--- config.mk ---
export PLATFORM = sky130hd
export DESIGN_NAME = add_sub_sequencer
export DESIGN_NICKNAME = d
export VERILOG_FILES = /design/src/rtl/add_sub_pkg.sv /design/src/rtl/add_sub_flags.sv /design/src/rtl/add_sub_sequencer.sv
export SDC_FILE = /design/constraint.sdc
export NUM_CORES = 1
export LEC_CHECK = 0
export ABC_AREA = 0
export CAP_MARGIN = 0
export CORE_MARGIN = 2
export CORE_UTILIZATION = 47
export DETAILED_ROUTE_END_ITERATION = 10
export GPL_ROUTABILITY_DRIVEN = 0
export PLACE_DENSITY = 0.83
export SLEW_MARGIN = 40
export SYNTH_ARGS = -nofsm -noshare
export SYNTH_HDL_FRONTEND = slang
export SYNTH_SLANG_ARGS = --single-unit
export TNS_END_PERCENT = 10
--- constraint.sdc ---
create_clock -name i_clk -period 2.4 [get_ports i_clk]
set_input_delay 0.24 -clock i_clk [delete_from_list [all_inputs] [get_ports i_clk]]
set_output_delay 0.24 -clock i_clk [all_outputs]
set_load 0.1 [all_outputs]
--- src/rtl/add_sub_pkg.sv ---
// Shared definitions for the add/sub command sequencer.
// Contents:
//   DEF_WIDTH / DEF_CNT_W  default operand width and op-counter width
//   op_t                   command encodings carried on i_cmd_op
//   state_t                sequencer FSM states (also visible on o_state)
package add_sub_pkg;

  localparam int DEF_WIDTH = 4;
  localparam int DEF_CNT_W = 8;

  typedef enum logic [1:0] {
    OP_LOAD  = 2'b00,
    OP_ADD   = 2'b01,
    OP_SUB   = 2'b10,
    OP_CLEAR = 2'b11
  } op_t;

  typedef enum logic [1:0] {
    S_IDLE = 2'b00,
    S_CALC = 2'b01,
    S_RESP = 2'b10
  } state_t;

endpackage

--- src/rtl/add_sub_flags.sv ---
// Result flag generation for the add/sub sequencer (purely combinational).
// Ports:
//   a, b   operands as presented to the adder
//   mode   1 = adder is subtracting
//   op     command that produced these operands (op_t encoding)
//   sum    adder sum output
//   zero   sum is all zeros
//   ovf    signed two's-complement overflow; always 0 for LOAD/CLEAR
module add_sub_flags
  import add_sub_pkg::*;
#(
  parameter int WIDTH = DEF_WIDTH
) (
  input  logic [WIDTH-1:0] a,
  input  logic [WIDTH-1:0] b,
  input  logic             mode,
  input  logic [1:0]       op,
  input  logic [WIDTH-1:0] sum,
  output logic             zero,
  output logic             ovf
);

  // Subtraction is a + ~b + 1, so the sign the adder actually sees for
  // the second operand is inverted when mode is set. Overflow happens when
  // both effective operands share a sign and the sum's sign differs.
  logic b_sign_eff;

  always_comb begin
    b_sign_eff = mode ? ~b[WIDTH-1] : b[WIDTH-1];
    zero       = (sum == '0);
    ovf        = 1'b0;
    case (op_t'(op))
      OP_ADD, OP_SUB: ovf = (a[WIDTH-1] == b_sign_eff) && (sum[WIDTH-1] != a[WIDTH-1]);
      default:        ovf = 1'b0;
    endcase
  end

endmodule

--- src/rtl/add_sub_sequencer.sv ---
// Command sequencer in front of a 4-bit adder/subtractor.
// Accepts LOAD/ADD/SUB/CLEAR commands, presents registered operands to the
// adder, captures its result into an accumulator and returns result+flags.
//
// Handshakes (both channels): a transfer happens on a rising edge where
// valid and ready are both 1. The producer holds valid and payload stable
// until that edge; ready may depend on state but never on valid.
//
// Ports:
//   i_clk, i_reset                clock, synchronous active-high reset
//   i_cmd_valid/o_cmd_ready       command channel; i_cmd_op, i_cmd_data payload
//   o_A, o_B, o_Mode              registered adder inputs (o_Mode 1 = subtract)
//   i_Sum, i_Cout                 adder outputs
//   o_res_valid/i_res_ready       result channel
//   o_res_data/carry/zero/ovf     result payload
//   o_op_count                    completed operations, wraps
//   o_state                       current FSM state (debug visibility)
module add_sub_sequencer
  import add_sub_pkg::*;
#(
  parameter int WIDTH = DEF_WIDTH,
  parameter int CNT_W = DEF_CNT_W
) (
  input  logic             i_clk,
  input  logic             i_reset,
  input  logic             i_cmd_valid,
  output logic             o_cmd_ready,
  input  logic [1:0]       i_cmd_op,
  input  logic [WIDTH-1:0] i_cmd_data,
  output logic [WIDTH-1:0] o_A,
  output logic [WIDTH-1:0] o_B,
  output logic             o_Mode,
  input  logic [WIDTH-1:0] i_Sum,
  input  logic             i_Cout,
  output logic             o_res_valid,
  input  logic             i_res_ready,
  output logic [WIDTH-1:0] o_res_data,
  output logic             o_res_carry,
  output logic             o_res_zero,
  output logic             o_res_ovf,
  output logic [CNT_W-1:0] o_op_count,
  output logic [1:0]       o_state
);

  localparam logic [CNT_W-1:0] CNT_ONE = {{(CNT_W-1){1'b0}}, 1'b1};

  state_t           state;
  state_t           state_next;
  logic [WIDTH-1:0] acc;
  logic [1:0]       op_q;
  logic             cmd_accept;
  logic             flag_zero;
  logic             flag_ovf;

  assign o_cmd_ready = (state == S_IDLE);
  assign cmd_accept  = i_cmd_valid && o_cmd_ready;
  assign o_state     = state;

  // State register
  always_ff @(posedge i_clk) begin
    if (i_reset) state <= S_IDLE;
    else         state <= state_next;
  end

  // Next-state logic
  always_comb begin
    state_next = state;
    case (state)
      S_IDLE:  if (cmd_accept) state_next = S_CALC;
      S_CALC:  state_next = S_RESP;
      S_RESP:  if (i_res_ready) state_next = S_IDLE;
      default: state_next = S_IDLE;
    endcase
  end

  // Flags are computed from the held operands and the live adder sum so
  // they can be captured on the same edge as the result.
  add_sub_flags #(.WIDTH(WIDTH)) u_flags (
    .a    (o_A),
    .b    (o_B),
    .mode (o_Mode),
    .op   (op_q),
    .sum  (i_Sum),
    .zero (flag_zero),
    .ovf  (flag_ovf)
  );

  // Operand registers: loaded only on accept, held otherwise.
  always_ff @(posedge i_clk) begin
    if (i_reset) begin
      o_A    <= '0;
      o_B    <= '0;
      o_Mode <= 1'b0;
      op_q   <= OP_LOAD;
    end else if (cmd_accept) begin
      op_q <= i_cmd_op;
      case (op_t'(i_cmd_op))
        OP_ADD: begin
          o_A    <= acc;
          o_B    <= i_cmd_data;
          o_Mode <= 1'b0;
        end
        OP_SUB: begin
          o_A    <= acc;
          o_B    <= i_cmd_data;
          o_Mode <= 1'b1;
        end
        OP_LOAD: begin
          o_A    <= '0;
          o_B    <= i_cmd_data;
          o_Mode <= 1'b0;
        end
        default: begin  // OP_CLEAR
          o_A    <= '0;
          o_B    <= '0;
          o_Mode <= 1'b0;
        end
      endcase
    end
  end

  // Accumulator, result registers and op counter. The capture edge is the
  // one leaving S_CALC; result payload then stays frozen until the next
  // capture, which covers the backpressure hold.
  always_ff @(posedge i_clk) begin
    if (i_reset) begin
      acc         <= '0;
      o_res_valid <= 1'b0;
      o_res_data  <= '0;
      o_res_carry <= 1'b0;
      o_res_zero  <= 1'b0;
      o_res_ovf   <= 1'b0;
      o_op_count  <= '0;
    end else begin
      if (state == S_CALC) begin
        acc         <= i_Sum;
        o_res_data  <= i_Sum;
        o_res_carry <= i_Cout;
        o_res_zero  <= flag_zero;
        o_res_ovf   <= flag_ovf;
        o_op_count  <= o_op_count + CNT_ONE;
        o_res_valid <= 1'b1;
      end else if (state == S_RESP && i_res_ready) begin
        o_res_valid <= 1'b0;
      end
    end
  end

endmodule

**Word-level counts from Yosys, hierarchy flattened**

Index checks and enable logic that the tools add are counted.

- Flip-flop bits (word level): 29
- Output and inout port bits: 28
- Word-level logic and storage cells: 44

- $add $sub $neg: 1
- Equal/unequal tests: 10
- Muxes and demuxes: 10
- Bitwise operators: 1
- Reduce and logical (&&, ||, !) cells: 11

Operators with widths:

| cell | count |
|---|---|
| 8-bit by 1-bit adder with 8-bit output (second input constant) | 1 |
| 4-bit 2-to-1 mux | 2 |
| 2-bit by 1-bit == test with 1-bit output (second input constant) | 3 |
| 2-bit == test (second input constant) | 3 |
| 2-bit case mux with 3 select lines | 1 |
| 1-bit 2-to-1 mux | 5 |
| 2-bit zero test | 2 |
| 4-bit zero test | 1 |
| 2-bit 2-to-1 mux | 2 |
| 2-bit OR reduction | 2 |
| 1-bit logical AND | 3 |
| 3-bit OR reduction | 1 |
| 2-bit by 1-bit inequality test with 1-bit output (second input constant) | 1 |
| 2-bit inequality test (second input constant) | 1 |
| 2-bit AND reduction | 1 |
| 2-bit nonzero test | 1 |
| 1-bit == test | 1 |
| 1-bit inequality test | 1 |
| 1-bit inverter | 1 |

**Longest topological paths before layout**

- Depth in word-level cells: 5
- Gate-level depth with buffers: 5

**Hierarchy**

A second synthesis with hierarchy kept.

- Cell total of the unflattened synthesis: 144
- Area, all modules: 1219.9 µm²

By module, submodules not included:

| module | times used | cells each | area each (µm²) | seq. area each (µm²) |
|---|---|---|---|---|
| add_sub_sequencer | 1 | 137 | 1169.9 | 580.6 |
| add_sub_flags | 1 | 7 | 50.0 | 0.0 |

**Worst setup path before layout**

No wires, ideal clock.

- Path kind: reg-to-output
- Start point: reg state[0], in the netlist o_state[0]
- End point: out o_cmd_ready
- Arrival: 2.214 ns
- Data required time: 2.160 ns
- Slack: -0.054 ns
- Stages on the path, launching flop included: 3
- Path buffers: 1
- Cells stage by stage: dfxtp_1 > buf_4 > nor2_1

- Cells in the longest elaborated chain, start to end: 1

RTL lines:

| what | RTL line | RTL |
|---|---|---|
| start: declaration | add_sub_sequencer.sv:47 | `state_t state;` |
| start signal: assignment | add_sub_sequencer.sv:62 | `else state <= state_next;` |
| 2-bit zero test | add_sub_sequencer.sv:55 | `assign o_cmd_ready = (state == S_IDLE);` |
| end: declaration | add_sub_sequencer.sv:27 | `output logic o_cmd_ready,` |

Every way passes these cells.

**Final worst setup path**

- Start point: reg state[0], in the netlist o_state[0]
- End point: out o_state[0]

RTL lines:

| what | RTL line | RTL |
|---|---|---|
| end: declaration | add_sub_sequencer.sv:42 | `output logic [1:0] o_state` |

No word-level cell between the ends.

==> flow_summary.toml <==
[synthesis]
synthCells = 143
yosysSeqAreaShare = 0.473
synth-seq-cells = 29
yosys_warnings = 0
syn_avg_cell_area_um2 = 8.59
synth_edf_count = 0
ys_types = 29
synth-async-reset-ratio = 0
syn_area_um2 = 1230
synth_fp_nets = 161
synthFlopType = "dfxtp_1"

[clocking]
path_clk_slew_ns = 0.09
clk_latency_ns = 0.32
clk_path_buf_depth = 2
tritoncts = "done"
ctsHoldBuffers = 0
post_cts_resized = 0
h-tree-depth = 2
post_cts_buffers = 0
cts-root-buf = "clkbuf_4"
cts_inserted_buffers = 5
cts_sinks = 29

[floorplanning]
die_h_um = 55.1
core-area_um2 = 2480
die_area_um2 = 3040
die-width_um = 55.1
rows = 18
ios = 43
start_util = 0.496

[worst_hold_path]
min_path_type = "reg -> reg"

[global_route]
grt_use_total = 0.193
grt_max_degree = 21
grt_pass1_vias = 955
gr-total-overflow = 0
antenna_found_initial = 0
grt_pass1_wl_um = 4040

[placed_design]
dp_hpwl_um = 1980
io_buffers = 42
dpl_cell_area_um2 = 1590

[sta]
worst_slew_pin_slew_ns = 0.689
fin_hold_ws_ns = 0.461
min_period_ns = 1.50
hold_violations = 0
rsz0062_at_grt = "false"
drv_slew = 0
clock_skew_ns = 0.00510
slew_headroom = 0.539
fmax_mhz = 665
fin_setup_tns_ns = 0
setup_viol = 0
layout_worst_path_cycle_share = 0.627

[final_layout]
areaGrowthSynthToFinish_pct = 33.7
n_antenna_cell = 0
nets = 205
regArea_um2 = 581
multi_input_area_um2 = 592
drive_gt1_frac = 0.213
design_area_um2 = 1640
fill_cells = 228

[pwr]
ir_worst_vdd_mv = 0.452
p_leak_uw = 0.000648
p_per_area_nw_per_um2 = 632

[status]
status = "completed"

[worst_setup_path]
worst_ep_arrival_time_ns = 1.26
crit_type = "reg -> out"
cp-end-kind = "primary output"
worstPathRequired_ns = 2.16
slowest_delay_ns = 0.57
cp_max_fo = 11
worstPathBufferInverterCount = 1
start_kind = "register"
path_delay_family = "flip-flops"
crit_chain = "buf_4"
critPathSlowestCell = "dfxtp_1"

[detailed_routing]
drc = 0
drt-initial-drc-count = 14
routed_wl_um = 2690
ant_nets = 0
vias_per_cell = 5.12
drt_pre_antenna_iters = 4
wl_per_cell_um = 12.3
vias = 1117

[flow_run]
drv_cap = 0
[placed cells by master (no fill, tap or decap)]
master,netlist,final
or4_1,2,2
xnor2_1,3,3
nand4b_1,1,1
nand4_1,2,2
clkbuf_1,3,3
nor2b_1,4,4
a211oi_1,1,1
a21oi_1,23,23
or3b_2,1,1
inv_1,3,3
mux2i_1,1,1
nor4_1,1,1
nand3_1,2,2
nor3b_1,1,1
mux2_2,1,1
clkbuf_4,0,5
xor2_1,1,1
o31ai_1,2,2
dfxtp_1,29,29
o21ai_0,3,3
nand3b_1,10,10
clkdlybuf4s50_1,0,14
o41ai_1,1,1
nor2_2,0,1
nand2b_4,1,1
ha_1,3,3
nor2_1,8,7
nand2_1,29,29
or3_1,2,2
buf_4,2,31
[tightest hold or removal path: stages (launching register included)]
cell and delay [ns]:
dfxtp_1 0.32, nand2_1 0.05, a21oi_1 0.05
[where the power goes]
part           total, µW  internal (µW)  switching [µW]
Clock                274            116             157
Sequential           516            498            17.9
Combinational        249           71.7             177
Total               1040            687             352
[path summary, 6_finish.rpt]
kind / start / end / slack, ns / cells after the start
worst max-delay path: o_state[0] / o_state[0] / 0.90 / 1
worst min-delay path: o_res_carry / o_res_carry / 0.46 / 2
worst min register to register: o_res_carry / o_res_carry / 0.46 / 2
worst max register to register: o_state[0] / o_op_count[7] / 0.90 / 3
[state kept, by name (all words and copies together), names as in the netlist]
register / flops
acc: 4
o_op_count: 8
o_res_valid: 1
o_B: 4
o_state: 2
o_res_ovf: 1
op_q: 2
o_A: 4
o_Mode: 1
o_res_zero: 1
o_res_carry: 1
[stage by stage]
stage	total power [µW]	std cells	utilization	setup slack [ns]
after global routing	1080	218	0.663	0.774
after CTS	1050	218	0.663	0.876
final	1040	218	0.663	0.896
after detailed placement	777	210	0.643	0.751
after global placement	772	210	0.643	0.789
after floorplan	712	143	-	0.329
[area by class of cell]
type,count,share of cell area
multi-input cells,103,0.360
inverters,3,0.00685
repair buffers,45,0.227
well taps,30,0.0228
flip-flops and latches,29,0.353
clock buffers,8,0.0297
[layer usage]
layer | part of all wire | global-route usage
met1 | 0.43 | 0.219
met2 | 0.49 | 0.321
met3 | 0.069 | 0.0565
met4 | 0.014 | 0.110
met5 | 0 | 0
[cells in the mapped netlist, drive strengths merged (2+ instances only)]
master,n,area share
nor2,8,0.024
nand2,29,0.089
nor2b,4,0.020
buf,5,0.030
xnor2,3,0.021
or4,2,0.012
inv,3,0.0092
clkbuf,3,0.0092
nand4,2,0.010
o31ai,2,0.012
o21ai,3,0.012
ha,3,0.031
nand3b,10,0.061
dfxtp,29,0.47
nand3,2,0.0081
or3,2,0.010
a21oi,23,0.094
[cell families after synthesis]
kind of cell / count (synthesis) / share of synthesized area
and+or+nand+nor: 64 / 0.272
AOI/OAI and AO/OA: 30 / 0.131
DFF: 29 / 0.473
buffers and inverters: 11 / 0.0479
xor gates and xnor gates: 4 / 0.0285
adders and majority gates: 3 / 0.0306
muxes: 2 / 0.0173
No activity file was read; power rests on OpenSTA's default activity.
